## config.mk

```make
export PLATFORM = sky130hd
export DESIGN_NAME = adf_reg_scheduler
export DESIGN_NICKNAME = d
export VERILOG_FILES = /design/src/rtl/adf_reg_scheduler.sv
export SDC_FILE = /design/constraint.sdc
export NUM_CORES = 1
export LEC_CHECK = 0
export CAP_MARGIN = 20
export CORE_AREA = 2 2 165 167
export DETAILED_ROUTE_END_ITERATION = 8
export DIE_AREA = 0 0 167 169
export GPL_TIMING_DRIVEN = 0
export PLACE_DENSITY = 0.82
export SLEW_MARGIN = 20
export SYNTH_ARGS = -nofsm -noshare
export SYNTH_HDL_FRONTEND = slang
export SYNTH_SLANG_ARGS = --single-unit
```

## constraint.sdc

```tcl
create_clock -name i_clk -period 7.2 [get_ports i_clk]
set_input_delay 1.44 -clock i_clk [delete_from_list [all_inputs] [get_ports i_clk]]
set_output_delay 1.44 -clock i_clk [all_outputs]
set_load 0.02 [all_outputs]
```

## src/rtl/adf_reg_scheduler.sv

```systemverilog
// Purpose : sequences every ADF435x register write: power-up load R5..R0 from shadows, then
//           round-robin between frequency (INT/FRAC -> R0) and raw-register requesters.
// Latency : INIT_DELAY cycles to first wr_start; request ack is combinational in IDLE and
//           wr_start follows one cycle after the grant.
// Backpressure: requests are level-held and acked only in IDLE with the writer idle; each word
//           waits for writer busy rise/fall plus GAP_CYCLES; there is no timeout.
// Ports   : i_clk/i_rst (sync, active-high); i_freq_* and o_freq_ack/o_freq_err frequency requester;
//           i_reg_* and o_reg_ack/o_reg_err raw requester; o_wr_start/o_wr_word/i_wr_busy serial
//           writer handshake; o_init_done after power-up load; o_busy whenever not IDLE.
module adf_reg_scheduler #(
   parameter int unsigned INIT_DELAY = 1000,
   parameter int unsigned GAP_CYCLES = 100,
   parameter logic [31:0] R5_INIT    = 32'h0018_0005,
   parameter logic [31:0] R4_INIT    = 32'h00D6_403C,
   parameter logic [31:0] R3_INIT    = 32'h0102_FFFB,
   parameter logic [31:0] R2_INIT    = 32'h0000_0442,
   parameter logic [31:0] R1_INIT    = 32'h0000_0321,
   parameter logic [31:0] R0_INIT    = 32'h0050_0000,
   parameter int unsigned INT_MIN    = 23
) (
   input  logic        i_clk,
   input  logic        i_rst,
   input  logic        i_freq_req,
   input  logic [15:0] i_freq_int,
   input  logic [11:0] i_freq_frac,
   output logic        o_freq_ack,
   output logic        o_freq_err,
   input  logic        i_reg_req,
   input  logic [2:0]  i_reg_addr,
   input  logic [28:0] i_reg_data,
   output logic        o_reg_ack,
   output logic        o_reg_err,
   output logic        o_wr_start,
   output logic [31:0] o_wr_word,
   input  logic        i_wr_busy,
   output logic        o_init_done,
   output logic        o_busy
);

   typedef enum logic [2:0] {
      WAIT_INIT, INIT_ISSUE, ISSUE_WAIT_HI, ISSUE_WAIT_LO, GAP, IDLE
   } state_t;

   // Round-robin pointer holds the last granted requester.
   localparam logic RR_FREQ = 1'b0;
   localparam logic RR_REG  = 1'b1;

   state_t      r_state;
   state_t      w_state_nxt;
   logic [31:0] r_cnt;
   logic [2:0]  r_idx;
   logic        r_init_run;
   logic        r_init_done;
   logic        r_rr;
   logic        r_wr_start;
   logic [31:0] r_wr_word;
   logic [31:0] r_shadow [0:5];

   logic        w_init_issue;
   logic        w_gnt_freq;
   logic        w_gnt_reg;
   logic        w_freq_bad;
   logic        w_reg_bad;
   logic [31:0] w_freq_word;
   logic [31:0] w_reg_word;

   assign w_freq_word = {1'b0, i_freq_int, i_freq_frac, 3'b000};
   assign w_reg_word  = {i_reg_data, i_reg_addr};
   assign w_freq_bad  = (i_freq_int < 16'(INT_MIN));
   assign w_reg_bad   = (i_reg_addr > 3'd5);

   always_ff @(posedge i_clk) begin
      if (i_rst) r_state <= WAIT_INIT;
      else       r_state <= w_state_nxt;
   end

   always_comb begin
      w_state_nxt  = r_state;
      w_init_issue = 1'b0;
      w_gnt_freq   = 1'b0;
      w_gnt_reg    = 1'b0;
      case (r_state)
         WAIT_INIT:     if (r_cnt == INIT_DELAY - 1) w_state_nxt = INIT_ISSUE;
         INIT_ISSUE: begin
            if (!i_wr_busy) begin
               w_init_issue = 1'b1;
               w_state_nxt  = ISSUE_WAIT_HI;
            end
         end
         ISSUE_WAIT_HI: if (i_wr_busy)  w_state_nxt = ISSUE_WAIT_LO;
         ISSUE_WAIT_LO: if (!i_wr_busy) w_state_nxt = GAP;
         GAP: begin
            if (r_cnt == GAP_CYCLES - 1)
               w_state_nxt = (r_init_run && r_idx != 3'd0) ? INIT_ISSUE : IDLE;
         end
         IDLE: begin
            // Freq wins when it is alone, or when both are pending and reg was served last.
            if (!i_wr_busy) begin
               if (i_freq_req && (!i_reg_req || r_rr == RR_REG)) begin
                  w_gnt_freq = 1'b1;
                  if (!w_freq_bad) w_state_nxt = ISSUE_WAIT_HI;
               end else if (i_reg_req) begin
                  w_gnt_reg = 1'b1;
                  if (!w_reg_bad) w_state_nxt = ISSUE_WAIT_HI;
               end
            end
         end
         default: w_state_nxt = WAIT_INIT;
      endcase
      if (i_rst) begin
         w_init_issue = 1'b0;
         w_gnt_freq   = 1'b0;
         w_gnt_reg    = 1'b0;
      end
   end

   always_ff @(posedge i_clk) begin
      if (i_rst) begin
         r_cnt       <= '0;
         r_idx       <= 3'd5;
         r_init_run  <= 1'b0;
         r_init_done <= 1'b0;
         r_rr        <= RR_FREQ;
         r_wr_start  <= 1'b0;
         r_wr_word   <= '0;
         r_shadow[0] <= R0_INIT;
         r_shadow[1] <= R1_INIT;
         r_shadow[2] <= R2_INIT;
         r_shadow[3] <= R3_INIT;
         r_shadow[4] <= R4_INIT;
         r_shadow[5] <= R5_INIT;
      end else begin
         r_wr_start <= 1'b0;
         // One counter serves both the power-up delay and the inter-word gap.
         if (w_state_nxt == r_state && (r_state == WAIT_INIT || r_state == GAP))
            r_cnt <= r_cnt + 32'd1;
         else
            r_cnt <= '0;
         if (r_state == WAIT_INIT && w_state_nxt == INIT_ISSUE) begin
            r_idx      <= 3'd5;
            r_init_run <= 1'b1;
         end
         if (r_state == GAP && w_state_nxt == INIT_ISSUE)
            r_idx <= r_idx - 3'd1;
         if (r_state == GAP && w_state_nxt == IDLE && r_init_run) begin
            r_init_run  <= 1'b0;
            r_init_done <= 1'b1;
         end
         // Capture the power-up word so it stays stable after the state moves on.
         if (w_init_issue)
            r_wr_word <= r_shadow[r_idx];
         if (w_gnt_freq) begin
            r_rr <= RR_FREQ;
            if (!w_freq_bad) begin
               r_shadow[0] <= w_freq_word;
               r_wr_word   <= w_freq_word;
               r_wr_start  <= 1'b1;
            end
         end
         if (w_gnt_reg) begin
            r_rr <= RR_REG;
            if (!w_reg_bad) begin
               r_shadow[i_reg_addr] <= w_reg_word;
               r_wr_word            <= w_reg_word;
               r_wr_start           <= 1'b1;
            end
         end
      end
   end

   // Power-up words launch straight from INIT_ISSUE; request words launch one cycle after grant.
   assign o_wr_start  = w_init_issue | r_wr_start;
   assign o_wr_word   = w_init_issue ? r_shadow[r_idx] : r_wr_word;
   assign o_freq_ack  = w_gnt_freq;
   assign o_freq_err  = w_gnt_freq & w_freq_bad;
   assign o_reg_ack   = w_gnt_reg;
   assign o_reg_err   = w_gnt_reg & w_reg_bad;
   assign o_init_done = r_init_done;
   assign o_busy      = (r_state != IDLE);

endmodule
```

==> flow_metrics.env <==
export IMPL_critical_path_max_fanout=10
export IMPL_final_nets=1366
export IMPL_async_reset_ff_share_pct=0
export IMPL_final_setup_tns_ps=0
export IMPL_post_route_cells_drive_above_1_share_pct=14.3
export IMPL_yosysUniqueCellTypes=66
export IMPL_floorplan_die_width_um=167
export IMPL_detail_route_first_pass_iterations=6
export IMPL_hp_class="flip-flop to flip-flop"
export IMPL_crit_reg2reg_capture="r_shadow[5][29]$_DFFE_PP_"
export IMPL_vias_per_cell=5.89
export IMPL_critPathKind="primary input to output port"
export IMPL_cts_made_buffers=35
export IMPL_total_number_of_vias=9803
export IMPL_netlist_top_cells_area="sky130_fd_sc_hd__edfxtp_1 (53%), sky130_fd_sc_hd__dfxtp_1 (11%), sky130_fd_sc_hd__mux4_2 (10%)"
export IMPL_cp_cell_sequence="clkdlybuf4s50_1, nor4_2, clkbuf_1, nand2_1, o21ai_0, inv_1, clkdlybuf4s50_1"
export IMPL_grt_pass1_wl_um=54600
export IMPL_synth_cells=1073
export IMPL_slowest_delay_ps=1010
export IMPL_pre_cts_ws_ps=1340
export IMPL_yosysSeqAreaShare_pct=64.2
export IMPL_finalHoldViolations=0
export IMPL_htreeDepth=2
export IMPL_critPathCaptureType="output port"
export IMPL_gr_usage_all_layers_pct=25.6
export IMPL_io_pins=104
export IMPL_syn_mean_instance_area_um2=13.4
export IMPL_crit_start="i_wr_busy"
export IMPL_timing_critical_path_slowest_stage_cell="sky130_fd_sc_hd__nor4_2"
export IMPL_mostFrequentLayoutCell="sky130_fd_sc_hd__edfxtp_1"
export IMPL_fmaxAchievable_mhz=163
export IMPL_floorplan_core_area_mm2=0.0265
export IMPL_critical_path_source_type="primary input"
export IMPL_result_of_the_run="completed"
export IMPL_grt_start_max_net_pins=26
export IMPL_worst_endpoint_arrival_ps=4690
export IMPL_final_setup_skew_ps=26.9
export IMPL_clkSlewWorstSetupHoldPaths_ps=50
export IMPL_crit_required_ps=5760
export IMPL_irDropWorstVdd_v=0.000147
export IMPL_setup_violations_final=0
export IMPL_ctsLongestPathBuffers=3
export IMPL_crit_end="o_wr_word[20]"
export IMPL_gp_congestion=0.833
export IMPL_total_grt_overflow=0
export IMPL_drt_antenna_violating_nets=0
export IMPL_port_buffers=102
export IMPL_worst_path_stages=7
export IMPL_clk_lat_worst_skew_ps=520
export IMPL_ctsHoldBuffers=0
export IMPL_crit_family="buffers and inverters"
export IMPL_clock_tree_from_tritoncts="built"
export IMPL_max_slew_margin_pct=24.2
export IMPL_netlist_area_mm2=0.0144
export IMPL_postSynthRegisterBits=333
export IMPL_synth_ff_type="sky130_fd_sc_hd__edfxtp_1"
export IMPL_clk_root_buffer_cell="sky130_fd_sc_hd__clkbuf_16"
export IMPL_synth_yosys_warnings=0
export IMPL_route_detailed_drc=0
export IMPL_synth_top_cell_area_share_pct=53.4
export IMPL_timing_max_cap_violations=0
export IMPL_r2r_worst_path_cells=9
export IMPL_totalWireLength_um=36100
export IMPL_number_of_design_rule_violations_left_by_the_first_detailed_router_iteration=1201
export IMPL_chipHeight_um=169
export IMPL_fin_hold_ws_ps=455
export IMPL_post_cts_resize_count=0
export IMPL_first_global_vias=9846
export IMPL_final_worst_setup_slack_ps=1070
export IMPL_worst_reg2reg_setup_slack_ps=3910
export IMPL_mostFrequentLayoutCells="sky130_fd_sc_hd__edfxtp_1 (256), sky130_fd_sc_hd__nor2_1 (161), sky130_fd_sc_hd__clkdlybuf4s50_1 (102)"
export IMPL_areaGrowthSynthToFinish_pct=20.6
export IMPL_critical_path_top_cell_by_count="sky130_fd_sc_hd__clkdlybuf4s50_1"
export IMPL_timing_critical_path_buf_inv=4
export IMPL_cellLeakagePower_nw=6.62
export IMPL_power_per_cell_area_mw_per_mm2=227
export IMPL_initial_utilization_pct=54.3
export IMPL_clock_sink_count=333
export IMPL_grt_setup_unrepaired="no"
export IMPL_fp_dieArea_mm2=0.0282
export IMPL_r2r_start="r_state[1]$_SDFF_PP0_"
export IMPL_count_of_flip_flops_with_a_built_in_enable_after_synthesis=256
export IMPL_maxSlewViolCount=0
export IMPL_synth_top_cell_by_area="sky130_fd_sc_hd__edfxtp_1"
export IMPL_finalWorstPathRequiredPeriod_ps=6130
export IMPL_detailed_place_hpwl_um=24200
export IMPL_postCtsSetupBuffers=0
export IMPL_row_count=60
export IMPL_timing_worst_slew_pin_value_ps=1130
export IMPL_layout_worst_path_cycle_share_pct=85.1
export IMPL_wire_per_inst_um=21.7
export IMPL_grt_antenna_before_repair=2
-- cell usage after synthesis, drive strengths merged, types with 2 or more instances --
cell type	instances
a211oi	3
a21o	5
a21oi	17
a22oi	26
and2	4
and3	8
and4	3
buf	35
clkbuf	25
conb	2
dfxtp	77
edfxtp	256
ha	3
inv	72
mux2i	33
mux4	64
nand2	77
nand2b	12
nand3	11
nand4	18
nand4b	3
nor2	164
nor2b	3
nor3	8
nor3b	2
nor4	11
nor4b	2
o2111ai	2
o211ai	3
o21ai	66
o21bai	2
o221ai	2
o22ai	4
o41ai	2
or3	4
or4	6
xnor2	7
xor2	21
-- how the worst min path moves through the flow --
stage | start | end | slack (ps) | cells after the start
floorplan | r_cnt[0]$_SDFF_PP0_ | r_cnt[0]$_SDFF_PP0_ | 420 | 1
global placement | r_cnt[0]$_SDFF_PP0_ | r_cnt[0]$_SDFF_PP0_ | 420 | 1
detailed placement | r_cnt[0]$_SDFF_PP0_ | r_cnt[0]$_SDFF_PP0_ | 440 | 1
CTS | r_cnt[0]$_SDFF_PP0_ | r_cnt[0]$_SDFF_PP0_ | 460 | 1
global route | r_cnt[0]$_SDFF_PP0_ | r_cnt[0]$_SDFF_PP0_ | 490 | 1
finish | r_cnt[0]$_SDFF_PP0_ | r_cnt[0]$_SDFF_PP0_ | 450 | 1
-- per-layer routing --
layer	share of wire, %	global-route usage [%]	vias up
met4	3.4	10.4	2
met5	0.036	0	-
met3	10	5.49	89
li1	-	-	4318
met2	49	42.4	550
met1	37	33.2	4844
-- report_power, final --
| group | switching [W] | internal (W) | total, W |
|---|---|---|---|
| clock network | 0.000711 | 0.000966 | 0.00168 |
| logic | 0.0000739 | 0.0000658 | 0.000140 |
| registers | 0.0000141 | 0.00211 | 0.00212 |
-- logic make-up (layout without fill, tap and decap cells) --
logic type      after synthesis  in the layout  share of synthesized area [%]
buf+inv                     132            305                           3.89
fa+ha+maj                     3              3                          0.261
xor+xnor                     28             28                           1.70
simple gates                337            337                           11.1
flops                       333            333                           64.2
compound gates              141            141                           6.49
other cells                   2             80                         0.0522
mux                          97             97                           12.3
-- through the flow --
step / total power, W / std cells / instance area [um^2] / utilization [%]
floorplan: 0.00222 / 1150 / 14700 / -
global placement: 0.00228 / 1593 / 16100 / 60.8
detailed placement: 0.00230 / 1602 / 16300 / 61.5
CTS: 0.00395 / 1664 / 17300 / 65.4
global route: 0.00404 / 1665 / 17300 / 65.4
finish: 0.00394 / 1665 / 17300 / 65.4
-- cell type report --
class,count,area (um^2)
Buffer,60,289
Sequential cell,333,9230
Inverter,72,270
Clock buffer,43,906
Clock inverter,19,141
Fill cell,1851,9160
Tap cell,341,427
Antenna cell,1,2.50
Multi-Input combinational cell,685,4900
Timing Repair Buffer,111,1170
-- sequential cells by signal, summed over array words and instances (netlist names), named ones only --
name / flops
r_rr: 1
r_wr_word: 32
r_shadow: 256
o_init_done: 1
r_init_run: 1
r_wr_start: 1
r_cnt: 32
r_state: 3
r_idx: 3
Power figures use the tool's default switching activity.
==> edit (config.mk and constraints unchanged) <==
One comparison of `r_cnt` changes from == to >=.
--- a/src/rtl/adf_reg_scheduler.sv
+++ b/src/rtl/adf_reg_scheduler.sv
@@ -80,7 +80,7 @@
       w_gnt_freq   = 1'b0;
       w_gnt_reg    = 1'b0;
       case (r_state)
-         WAIT_INIT:     if (r_cnt == INIT_DELAY - 1) w_state_nxt = INIT_ISSUE;
+         WAIT_INIT:     if (r_cnt >= INIT_DELAY - 1) w_state_nxt = INIT_ISSUE;
          INIT_ISSUE: begin
             if (!i_wr_busy) begin
                w_init_issue = 1'b1;
Behaviour: same outputs for any inputs over 10 cycles, from zero or initial values and one cycle with i_rst high; that may be too few to reach the edited logic, so the function may still have changed.
==> edit against the original RTL <==
Sequential power about the same; area after synthesis up 1.1%; total power rose by 1.0%; via count increased by 1.6%; die area stayed put; wire length up 4.2%; count of clock-buffer cells in the layout increased by 8; sequential share of layout area is 0.57 points lower; sequential cell count unchanged; critical path depth unchanged; setup slack improved by 0.40 ns; global-route usage increased by 1.1 points; non-clock buffer count down 1; design area grew 1.1%.
==> edit: results <==
group,metric,value,unit
synth,synth_area_leaders,"edfxtp_1 (53%), dfxtp_1 (11%), mux4_2 (9.6%), nor2_1 (4.6%), nand2_1 (2.1%)",
status,status,"finished clean",
placed_design,post-dp-hpwl,25140,um
route,drtIter0Drc,1000,
final_layout,finalNetCount,1372,
route,num_vias,9962,
final_layout,layout-drive-gt1-share,14.44,%
sta,worst_pin_slew,0.9212,ns
global_route,grt_usage,26.70,%
route,wl_per_cell,22.49,um
placed_design,finalWeightedCongestion,0.8627,
power,vdd_ir_drop_max,0.0001535,V
synth,postSynthAreaPerCell,13.44,sq um
placed_design,dp.cells,1608,
synth,ys_seq_area_share,63.47,%
placed_design,dpl_worst_slack,1.580,ns
global_route,grt_pass1_wl,56980,um
sta,skew,0.01743,ns
power,leakagePower,6.553,nW
final_layout,final_cells,1671,
synth,ys_top_cells_by_count,"edfxtp_1 (256), nor2_1 (180), nand2_1 (82)",
critical_path,r2r_cells,8,
critical_path,cp.arrival,4.29,ns
final_layout,antenna_cells,0,
synth,yosysWarnings,0,
placed_design,place_area,16440,sq um
## edit: cell families after synthesis
kind of cell             share of synthesized area (%)
buffers and inverters                            3.666
AO/OA/AOI/OAI                                    6.901
AND/OR/NAND/NOR                                  11.54
multiplexers                                     12.31
XOR/XNOR                                         1.807
flip-flops                                       63.47
other                                          0.05165
adder cells (fa/ha/maj)                         0.2582
## edit: power breakdown
part	leakage (nW)	total [mW]	switching (mW)	internal (mW)
clock network	0.535	1.71	0.720	0.994
logic	2.92	0.143	0.0790	0.0644
registers	3.10	2.12	0.0137	2.11
total	6.55	3.98	0.813	3.16
## edit: final cells by class
cell class | count | area (sq um)
Sequential cell | 333 | 9229
Fill cell | 1826 | 8971
Multi-Input combinational cell | 716 | 5091
Timing Repair Buffer | 108 | 1164
Clock buffer | 51 | 988.4
Tap cell | 341 | 426.7
Buffer | 62 | 352.8
Inverter | 48 | 180.2
Clock inverter | 12 | 97.59
## edit: worst paths after layout
path               from         endpoint  slack (ns)
max           i_wr_busy     o_wr_word[3]        1.47
min            r_cnt[0]         r_cnt[0]        0.45
max reg2reg  r_state[1]  r_shadow[3][26]        3.76
min reg2reg    r_cnt[0]         r_cnt[0]        0.45
## edit: layer usage
metal	up-vias	GRT usage, %	part of all wire [%]
met5	-	0	0.040
met4	2	12.67	4.9
met3	113	6.921	11
met2	613	43.93	48
met1	4840	33.33	37
li1	4394	-	-
## edit: worst max-delay path, cell delays in order
cell	delay, ns
clkdlybuf4s50_1	0.53
or3b_1	0.47
or3_1	0.38
buf_2	0.22
buf_6	0.18
o21ai_1	0.37
clkdlybuf4s50_1	0.69
